<file path="config.mk">
export PLATFORM = sky130hd
export DESIGN_NAME = if_pc_predictor
export DESIGN_NICKNAME = d
export VERILOG_FILES = /design/src/rtl/if_pc_predictor.sv
export SDC_FILE = /design/constraint.sdc
export NUM_CORES = 1
export LEC_CHECK = 0
export CAP_MARGIN = 20
export CELL_PAD_IN_SITES_DETAIL_PLACEMENT = 0
export CELL_PAD_IN_SITES_GLOBAL_PLACEMENT = 1
export CORE_MARGIN = 5
export CORE_UTILIZATION = 40
export DETAILED_ROUTE_END_ITERATION = 10
export PLACE_DENSITY_LB_ADDON = 0.1
export SKIP_CTS_REPAIR_TIMING = 1
export SYNTH_ARGS = -nofsm -noshare
export SYNTH_HDL_FRONTEND = slang
export SYNTH_SLANG_ARGS = --single-unit
export TNS_END_PERCENT = 20
</file>
<file path="constraint.sdc">
create_clock -name clk -period 3.6 [get_ports clk]
set_input_delay 0.54 -clock clk [delete_from_list [all_inputs] [get_ports clk]]
set_output_delay 0.54 -clock clk [all_outputs]
set_load 0.05 [all_outputs]
</file>
<file path="src/rtl/if_pc_predictor.sv">
// ---------------------------------------------------------------------------
// if_pc_predictor
//
// IF-stage next-PC generator. It holds the fetch PC register and a
// direct-mapped branch target buffer (BTB). Each BTB entry has a valid bit,
// a tag, a target and a 2-bit saturating direction counter. Predictions are
// checked against the resolved outcome of the instruction in EX. A wrong
// prediction raises redirect, which the hazard unit uses to flush ID and EX.
//
// Parameters:
//   BTB_ENTRIES  number of BTB entries (power of 2, >= 2)
//   RESET_PC     fetch address loaded on reset
//
// Ports:
//   clk        in   rising-edge clock
//   rst_n      in   asynchronous active-low reset
//   bubbleF    in   hold the PC register (IF stall)
//   ex_valid   in   EX slot holds a real instruction
//   br_EX      in   EX instruction is a branch / jal / jalr
//   taken_EX   in   resolved direction (only meaningful when br_EX=1)
//   target_EX  in   resolved branch/jump target
//   PC_EX      in   PC of the EX instruction
//   NPC_EX     in   predicted next PC that travelled with the EX instruction
//   PC_IF      out  current fetch address
//   NPC_IF     out  predicted next fetch address
//   redirect   out  mispredict detected in EX
//
// Optional feature (macro IF_PC_PREDICTOR_STATS_EN):
//   br_count       out  number of resolved branches (saturating)
//   mispred_count  out  number of redirects (saturating)
// ---------------------------------------------------------------------------
module if_pc_predictor #(
   parameter int          BTB_ENTRIES = 8,
   parameter logic [31:0] RESET_PC    = 32'h0000_0000
) (
   input  logic        clk,
   input  logic        rst_n,
   input  logic        bubbleF,
   input  logic        ex_valid,
   input  logic        br_EX,
   input  logic        taken_EX,
   input  logic [31:0] target_EX,
   input  logic [31:0] PC_EX,
   input  logic [31:0] NPC_EX,
   output logic [31:0] PC_IF,
   output logic [31:0] NPC_IF,
   output logic        redirect
`ifdef IF_PC_PREDICTOR_STATS_EN
   ,
   output logic [31:0] br_count,
   output logic [31:0] mispred_count
`endif
);

   localparam int IDX  = $clog2(BTB_ENTRIES);
   localparam int TAGW = 32 - IDX - 2;

   // BTB storage
   logic [BTB_ENTRIES-1:0] r_valid;
   logic [1:0]             r_cnt    [BTB_ENTRIES];
   logic [TAGW-1:0]        r_tag    [BTB_ENTRIES];
   logic [31:0]            r_target [BTB_ENTRIES];

   logic [31:0]     r_pc;

   logic [IDX-1:0]  w_ifIdx;
   logic [TAGW-1:0] w_ifTag;
   logic            w_ifHit;
   logic [31:0]     w_pcPlus4;

   logic [IDX-1:0]  w_exIdx;
   logic [TAGW-1:0] w_exTag;
   logic            w_exHit;
   logic [31:0]     w_exPlus4;
   logic [31:0]     w_actual;
   logic            w_redirect;
   logic            w_brResolve;

   // Fetch-side lookup: the low two PC bits never take part in indexing
   assign w_ifIdx   = r_pc[IDX+1:2];
   assign w_ifTag   = r_pc[31:IDX+2];
   assign w_ifHit   = r_valid[w_ifIdx] && (r_tag[w_ifIdx] == w_ifTag);
   assign w_pcPlus4 = r_pc + 32'd4;

   assign PC_IF  = r_pc;
   assign NPC_IF = (w_ifHit && r_cnt[w_ifIdx][1]) ? r_target[w_ifIdx] : w_pcPlus4;

   // EX-side resolution. Non-branches resolve to PC+4, so a stale BTB hit
   // on a non-branch is caught by the same comparison. The reset gate keeps
   // redirect low while rst_n is asserted regardless of ex_valid.
   assign w_exIdx     = PC_EX[IDX+1:2];
   assign w_exTag     = PC_EX[31:IDX+2];
   assign w_exHit     = r_valid[w_exIdx] && (r_tag[w_exIdx] == w_exTag);
   assign w_exPlus4   = PC_EX + 32'd4;
   assign w_actual    = (br_EX && taken_EX) ? target_EX : w_exPlus4;
   assign w_redirect  = rst_n && ex_valid && (w_actual != NPC_EX);
   assign w_brResolve = ex_valid && br_EX;

   assign redirect = w_redirect;

   // PC register: a redirect wins over a stall, a stall holds the PC,
   // otherwise follow the prediction.
   always_ff @(posedge clk or negedge rst_n) begin
      if (!rst_n) begin
         r_pc <= RESET_PC;
      end else if (w_redirect) begin
         r_pc <= w_actual;
      end else if (!bubbleF) begin
         r_pc <= NPC_IF;
      end
   end

   // BTB training from the EX outcome. The lookup above reads the arrays
   // before this edge, so a same-index update only becomes visible on the
   // following cycle. Taken misses allocate weakly-taken; not-taken misses
   // leave the table alone; hits on non-branches are dropped.
   always_ff @(posedge clk or negedge rst_n) begin
      if (!rst_n) begin
         r_valid <= '0;
         for (int i = 0; i < BTB_ENTRIES; i++) begin
            r_cnt[i]    <= 2'b01;
            r_tag[i]    <= '0;
            r_target[i] <= '0;
         end
      end else if (w_brResolve) begin
         if (w_exHit) begin
            if (taken_EX) begin
               if (r_cnt[w_exIdx] != 2'b11) begin
                  r_cnt[w_exIdx] <= r_cnt[w_exIdx] + 2'd1;
               end
               r_target[w_exIdx] <= target_EX;
            end else if (r_cnt[w_exIdx] != 2'b00) begin
               r_cnt[w_exIdx] <= r_cnt[w_exIdx] - 2'd1;
            end
         end else if (taken_EX) begin
            r_valid[w_exIdx]  <= 1'b1;
            r_tag[w_exIdx]    <= w_exTag;
            r_target[w_exIdx] <= target_EX;
            r_cnt[w_exIdx]    <= 2'b10;
         end
      end else if (ex_valid && w_exHit) begin
         r_valid[w_exIdx] <= 1'b0;
      end
   end

`ifdef IF_PC_PREDICTOR_STATS_EN
   logic [31:0] r_brCount;
   logic [31:0] r_mispredCount;

   // Saturating event counters for resolved branches and redirects
   always_ff @(posedge clk or negedge rst_n) begin
      if (!rst_n) begin
         r_brCount      <= '0;
         r_mispredCount <= '0;
      end else begin
         if (w_brResolve && (r_brCount != 32'hFFFF_FFFF)) begin
            r_brCount <= r_brCount + 32'd1;
         end
         if (w_redirect && (r_mispredCount != 32'hFFFF_FFFF)) begin
            r_mispredCount <= r_mispredCount + 32'd1;
         end
      end
   end

   assign br_count      = r_brCount;
   assign mispred_count = r_mispredCount;
`endif

endmodule

</file>
==> results by group, run 1 <==
Die
  – Area of the die: 81260 sq um
  – Rows: 100
  – Die height: ~290 microns
  – Starting density of the core: 40.52%
  – Chip Width: 285.1 microns
  – Total I/O pin count: 167
  – Std-Cell Core Area: 74700 sq um

Global route
  – Number of global-route vias before repair: 25420
  – Maximum number of pins on one net before global-route repair: 158
  – Global-route wire length before repair: between 150000 and 200000 microns
  – Overall global routing resource usage: 28.65%
  – Antenna violations before repair: 3
  – Global-route congestion overflow total: 0

Clock network
  – TritonCTS clock tree: built
  – Total number of H-tree levels: 3
  – Clk_lat worst skew: 620 ps
  – Clk pin slew, worst setup/hold paths: 60 ps
  – TritonCTS buffer count: 66
  – Total number of clock tree sinks: ~530
  – Root buffer selected by CTS: clkbuf_16
  – Buffers from clock root to sink, at most: 3

Setup path
  – Nature of the critical path startpoint: flop
  – Reg2Reg Capture Point: PC_IF[24]
  – Required time reported for the critical path endpoint: between 3000 and 4000 ps
  – Reg2reg path depth: 14
  – Crit path capture type: output port
  – Register-to-register path setup slack: -230 ps
  – Crit path arrival time: 4010 ps
  – End point of the critical path: NPC_IF[4]
  – Max Fanout on Critical Path: 8
  – Class of the most critical setup path: reg -> out
  – Startpoint of the most critical setup path: PC_IF[3]
  – RR Startpoint: PC_IF[3]

Timing
  – Setup repair after global routing missed its margin: true
  – Relative slew slack: 37.57%
  – Min Clock Period, post-route: roughly 4500 ps
  – Final Cycle Share: 126.3%
  – Slew at the pin closest to its max-slew limit: 936.4 ps
  – Slew Viols, Final: 0
  – Total of endpoints with negative setup slack in the final report: 53
  – Worst-case clock skew: 23.49 ps
  – Post-route worst hold slack: approximately 420 ps
  – Maximum achievable frequency: 220.0 MHz
  – Count of final hold-check violations: 0
  – Fin worst setup slack: -945.2 ps

Run status
  – Violations in the final reports: negative setup slack
  – Run status: complete, but fails checks

Pwr
  – Total power of the final layout: 24.61 mW
  – Peak supply drop: between 0.5 and 0.6 mV
  – P per Cell Area: between 600 and 700 nW/um^2
  – Leakage power summed over all cells: 18.20 nW

Placement
  – Port Buf Inserts: 166
  – Dpl cell area: 37030 sq um
  – Placed wire-length estimate after detailed placement: 87590 microns
  – Routability congestion estimate from global placement: 0.9473

Logic synthesis
  – Mean instance size in the synthesized netlist: 11.26 sq um
  – Synthesis-stage register bit count: 528
  – Syn Nets: approximately 2800
  – Cell area after synthesis: between 30000 and 40000 sq um
  – Fraction of registers with async set or reset after synthesis: 100.0%
  – Count of flip-flops with a built-in enable after synthesis: 0
  – Most instantiated flip-flop cell in the synthesis netlist: dfrtp_1
  – Cell taking the most area after synthesis: dfrtp_1
  – Largest cells by area after synthesis: dfrtp_1 (43%), mux2_2 (15%), mux4_2 (9.5%), mux2i_1 (5.3%), nand2_1 (4.5%)
  – Post-synthesis cell count: between 2000 and 3000
  – Synthesis Warnings: 0
  – Post-synth top area share: 42.99%
  – Fraction of the yosys area taken by sequential cells: between 40% and 50%
  – Number of distinct standard cells referenced by the synthesized netlist: 83

Finish
  – Layout filler cell count: approximately 6500
  – Area of the multi-input gates: roughly 17000 sq um
  – Net count of the finished layout: 3312
  – Diode count: 0
  – End-of-flow core utilization: a little over half
  – Area delta synth->final: 32.71%
  – Highest-count cells in the layout ignoring fill and taps: dfrtp_1 (517), buf_4 (440), mux2_2 (409)
  – Fraction of final layout cells sized beyond drive strength 1: around two fifths
  – Register Area: 13230 sq um
  – Leading cell type in the layout, fill and taps excluded: dfrtp_1
  – Post-route cell area: 40170 sq um

Run
  – Max Cap Violations: 0

Drt
  – Vias post-DR: approximately 25000
  – Average wire length per cell after detail routing: 28.48 microns
  – Number of antenna-violating nets in the routed design: 0
  – Mean number of vias per cell: 5.881
  – First-iteration detailed-routing DRC count: 2120
  – Final routed DRC violation total: 0
  – First-pass DRT Iterations: 6
  – Total routed wirelength: around 120000 microns

Min path
  – Worst min path class: in -> reg
  – Beginning of the worst hold path: PC_EX[2]
synth_stat cells, types with 14 or more instances:
| library cell | count |
|---|---|
| dfrtp_1 | 520 |
| mux2_2 | 410 |
| nand2_1 | 364 |
| mux2i_1 | 160 |
| nor2_1 | 143 |
| clkbuf_1 | 135 |
| mux4_2 | 127 |
| a21oi_1 | 72 |
| xor2_1 | 58 |
| o21ai_0 | 57 |
| buf_2 | 56 |
| xnor2_1 | 53 |
| nand3_1 | 45 |
| inv_1 | 44 |
| o22ai_1 | 40 |
| nor3_1 | 24 |
| a22oi_1 | 23 |
| nand4_1 | 23 |
| nor4_1 | 22 |
| and4_1 | 21 |
| a221oi_1 | 19 |
| buf_1 | 15 |
| buf_6 | 14 |
| or3_1 | 14 |
power by group:
| part | switching, mW | total [mW] | internal, mW |
|---|---|---|---|
| clock | 2.81 | 7.01 | 4.20 |
| sequential | 0.910 | 8.03 | 7.12 |
| combinational | 4.95 | 9.57 | 4.62 |
per-layer routing:
| metal | share of wire, % | GRT usage [%] | up-vias |
|---|---|---|---|
| li1 | - | - | 10800 |
| met1 | 47 | 43.23 | 12960 |
| met2 | 44 | 43.26 | 912 |
| met3 | 6.6 | 4.553 | 177 |
| met4 | 2.6 | 7.355 | 4 |
| met5 | 0.028 | 0 | - |
critical path: stages, from the launching register on:
cell and delay (ps):
dfrtp_4 510, buf_12 160, mux4_2 540, mux2i_4 210, buf_6 170, xor2_4 210, o2111ai_4 140, nor4bb_2 270
nand4_1 230, buf_12 220, buf_12 150, mux2i_4 200, o21ai_4 210, buf_12 160
area by class of cell:
| type | count | area share (%) |
|---|---|---|
| Clock buffer | 90 | 4.660 |
| Clock inverter | 30 | 1.053 |
| Inverter | 46 | 0.4392 |
| Multi-Input combinational cell | 1882 | 41.26 |
| Sequential cell | 528 | 32.94 |
| Tap cell | 969 | 3.018 |
| Timing Repair Buffer | 682 | 16.63 |
worst min path at each step:
stage | to | slack (ps) | cells past startpoint
final | PC_IF[3] | 420 | 4
after detailed placement | r_target[167] | 460 | 2
after CTS | r_tag[191] | -160 | 1
after global placement | r_target[170] | 450 | 2
after global routing | PC_IF[3] | 440 | 4
after floorplan | PC_IF[0] | 240 | 0
registers in the layout, indices dropped and copies added (netlist names), named ones only:
| name | cells |
|---|---|
| r_target | 256 |
| r_tag | 216 |
| PC_IF | 32 |
| r_cnt | 16 |
cell families after synthesis:
family                     count (synthesis)  share of synthesized area [%]
DFF                                      528                          43.69
adders and majority gates                  4                         0.1654
AOI/OAI and AO/OA                        322                          7.160
xor gates and xnor gates                 112                          3.287
buffers and inverters                    277                          4.167
muxes                                    702                          30.25
and+or+nand+nor                          742                          11.29
stage by stage:
stage,TNS (ps),cells,setup WS (ps)
floorplan,-909.3,2687,-71.57
global placement,-101620,4075,-925.6
detailed placement,-104800,4075,-945.1
CTS,-40600,4195,-1108
global route,-36580,4227,-1054
finish,-29620,4227,-945.2
(Power assumes the default switching activity.)
==> inputs of run 2 (changes only) <==
--- a/config.mk
+++ b/config.mk
@@ -5,7 +5,6 @@
 export SDC_FILE = /design/constraint.sdc
 export NUM_CORES = 1
 export LEC_CHECK = 0
-export CAP_MARGIN = 20
 export CELL_PAD_IN_SITES_DETAIL_PLACEMENT = 0
 export CELL_PAD_IN_SITES_GLOBAL_PLACEMENT = 1
 export CORE_MARGIN = 5
==> results of run 2 <==
The final DEF is identical to that of run 1; final timing and power are the same.
==> inputs of run 3 (changes only) <==
--- a/config.mk
+++ b/config.mk
@@ -10,6 +10,7 @@
 export CORE_MARGIN = 5
 export CORE_UTILIZATION = 40
 export DETAILED_ROUTE_END_ITERATION = 10
+export GPL_TIMING_DRIVEN = 0
 export PLACE_DENSITY_LB_ADDON = 0.1
 export SKIP_CTS_REPAIR_TIMING = 1
 export SYNTH_ARGS = -nofsm -noshare
==> results by group, run 3 (synthesis gave the netlist of run 1 again) <==
Setup path
  – Delay contributed by the slowest stage of the critical path: around 540 ps
  – Startpoint of the most critical setup path: PC_IF[3]
  – Register-to-register path setup slack: -280 ps
  – Required time reported for the critical path endpoint: between 3000 and 4000 ps
  – Crit path cell chain: clkbuf_16, clkbuf_16, mux4_2, mux2i_4, xor2_4, nand3_1, nor3_2, nand4_1, buf_6, buf_6, buf_8, nor2_2, a21oi_4, buf_6
  – RR Startpoint: r_tag[43]
  – Buffers & Inverters on Critical Path: 6
  – Logic depth of the worst path, buffers included: 14
  – CP dominant cell by count: buf_6
  – End point of the critical path: NPC_IF[18]
  – Crit path arrival time: 4190 ps
  – Cell with the largest stage delay on the worst path: mux4_2
  – Top cell family by delay on the critical path: buffers and inverters
  – Reg2reg path depth: 11
  – Class of the most critical setup path: reg -> out
  – Max Fanout on Critical Path: 10
  – Crit path capture type: output port
  – Reg2Reg Capture Point: r_tag[132]
  – Nature of the critical path startpoint: flop

Finish
  – Post-route cell area: approximately 38000 sq um
  – Non-filler instance count after layout: 3967
  – Number of flip-flops under the largest register name: 256
  – Net count of the finished layout: 3051
  – Highest-count cells in the layout ignoring fill and taps: dfrtp_1 (516), mux2_2 (407), nand2_1 (361)
  – Leading cell type in the layout, fill and taps excluded: dfrtp_1
  – Layout filler cell count: around 6700
  – Largest reg by FF count: r_target
  – Diode count: 0
  – Fraction of final layout cells sized beyond drive strength 1: 35.52%
  – Area delta synth->final: 24.50%

Die
  – Area of the die: around 81000 sq um
  – Total I/O pin count: 167
  – Std-Cell Core Area: 74700 sq um
  – Starting density of the core: about two fifths
  – Chip Width: 285.1 microns
  – Rows: 100
  – Die height: approximately 290 microns

Timing
  – Fin worst setup slack: -1134 ps
  – Total of endpoints with negative setup slack in the final report: 274
  – Slew Viols, Final: 0
  – Count of final hold-check violations: 0
  – Min Clock Period, post-route: 4734 ps
  – Post-route worst hold slack: 307.4 ps
  – Relative slew slack: 24.32%
  – Slew at the pin closest to its max-slew limit: 1135 ps
  – Worst-case clock skew: about 27 ps
  – Final Cycle Share: 131.5%
  – Setup TNS: -59150 ps
  – Setup repair after global routing missed its margin: true
  – Maximum achievable frequency: 211.2 MHz

Drt
  – Total routed wirelength: between 100000 and 150000 microns
  – Vias post-DR: 24890
  – Average wire length per cell after detail routing: 33.58 microns
  – First-pass DRT Iterations: 6
  – First-iteration detailed-routing DRC count: 2776
  – Final routed DRC violation total: 0
  – Number of antenna-violating nets in the routed design: 0
  – Mean number of vias per cell: 6.274

Global route
  – Maximum number of pins on one net before global-route repair: 111
  – Global-route congestion overflow total: 0
  – Overall global routing resource usage: about a third
  – Global-route wire length before repair: 186200 microns
  – Number of global-route vias before repair: approximately 25000
  – Antenna violations before repair: 2

Pwr
  – P per Cell Area: between 600 and 700 nW/um^2
  – Peak supply drop: 0.5080 mV
  – Leakage power summed over all cells: approximately 16 nW

Min path
  – Worst min path class: in -> reg

Run
  – Max Cap Violations: 0

Placement
  – Placed wire-length estimate after detailed placement: 97730 microns
  – Placed cells: 3795
  – Port Buf Inserts: 134
  – Dpl cell area: 33430 sq um
  – Routability congestion estimate from global placement: 0.9736
  – Place WS: -3630 ps

Clock network
  – Clk_lat worst skew: 620 ps
  – Buffers from clock root to sink, at most: 3
  – Total number of H-tree levels: 3
  – Total number of clock tree sinks: roughly 530
  – TritonCTS clock tree: built
  – Clk pin slew, worst setup/hold paths: around 70 ps
  – TritonCTS buffer count: between 60 and 70
  – Root buffer selected by CTS: clkbuf_16

Run status
  – Violations in the final reports: negative setup slack
  – Run status: complete, but fails checks
==> run 3: changes by cell type in the layout (fill, tap and decap cells not counted), sizes merged <==
| cell | change |
|---|---|
| dlymetal6s2s | -4 |
| buf | -368 |
| inv | -3 |
| clkinv | -1 |
| clkbuf | +145 |
| clkdlybuf4s50 | -29 |
==> run 3: worst min-delay path by stage <==
| stage | slack, ps | start | end | cells after the start |
|---|---|---|---|---|
| final | 310 | PC_EX[5] | r_tag[0] | 3 |
| after global placement | 450 | r_target[98] | r_target[98] | 2 |
| after CTS | -150 | rst_n | r_tag[44] | 1 |
| after floorplan | 240 | rst_n | PC_IF[0] | 0 |
| after detailed placement | 460 | r_target[186] | r_target[186] | 2 |
| after global routing | 320 | PC_EX[5] | r_tag[0] | 3 |
==> run 3: through the flow <==
stage	total power [mW]	util, %
6_report	24.59	50.45
5_1_grt	25.48	50.45
4_1_cts	23.44	47.81
3_5_place_dp	16.37	44.75
3_3_place_gp	16.22	44.56
2_1_floorplan	13.06	-
==> run 3: worst min-delay path: stages <==
cell and delay, ps:
buf_6 120, inv_1 120, mux2i_1 90
==> run 3: where the power goes <==
part           switching [mW]  internal [mW]  total, mW
Sequential               1.01           7.11       8.12
Clock                    2.78           4.26       7.05
Combinational            5.40           4.02       9.42
==> run 3: cell type report <==
| type | instances | area (sq um) | share of cell area, % |
|---|---|---|---|
| Sequential cell | 528 | 13230 | 35.11 |
| Clock buffer | 95 | 1934 | 5.134 |
| Buffer | 224 | 1633 | 4.333 |
| Inverter | 46 | 187.7 | 0.4981 |
| Timing Repair Buffer | 197 | 2098 | 5.568 |
| Tap cell | 969 | 1212 | 3.218 |
| Multi-Input combinational cell | 1882 | 17040 | 45.21 |
| Clock inverter | 26 | 349.1 | 0.9264 |
==> run 3: layer usage <==
layer / GRT usage [%] / routed length, microns
met1: 46.32 / 59070
met2: 45.02 / 55360
met3: 11.05 / 14980
met4: 8.475 / 3582
met5: 0.5952 / 228
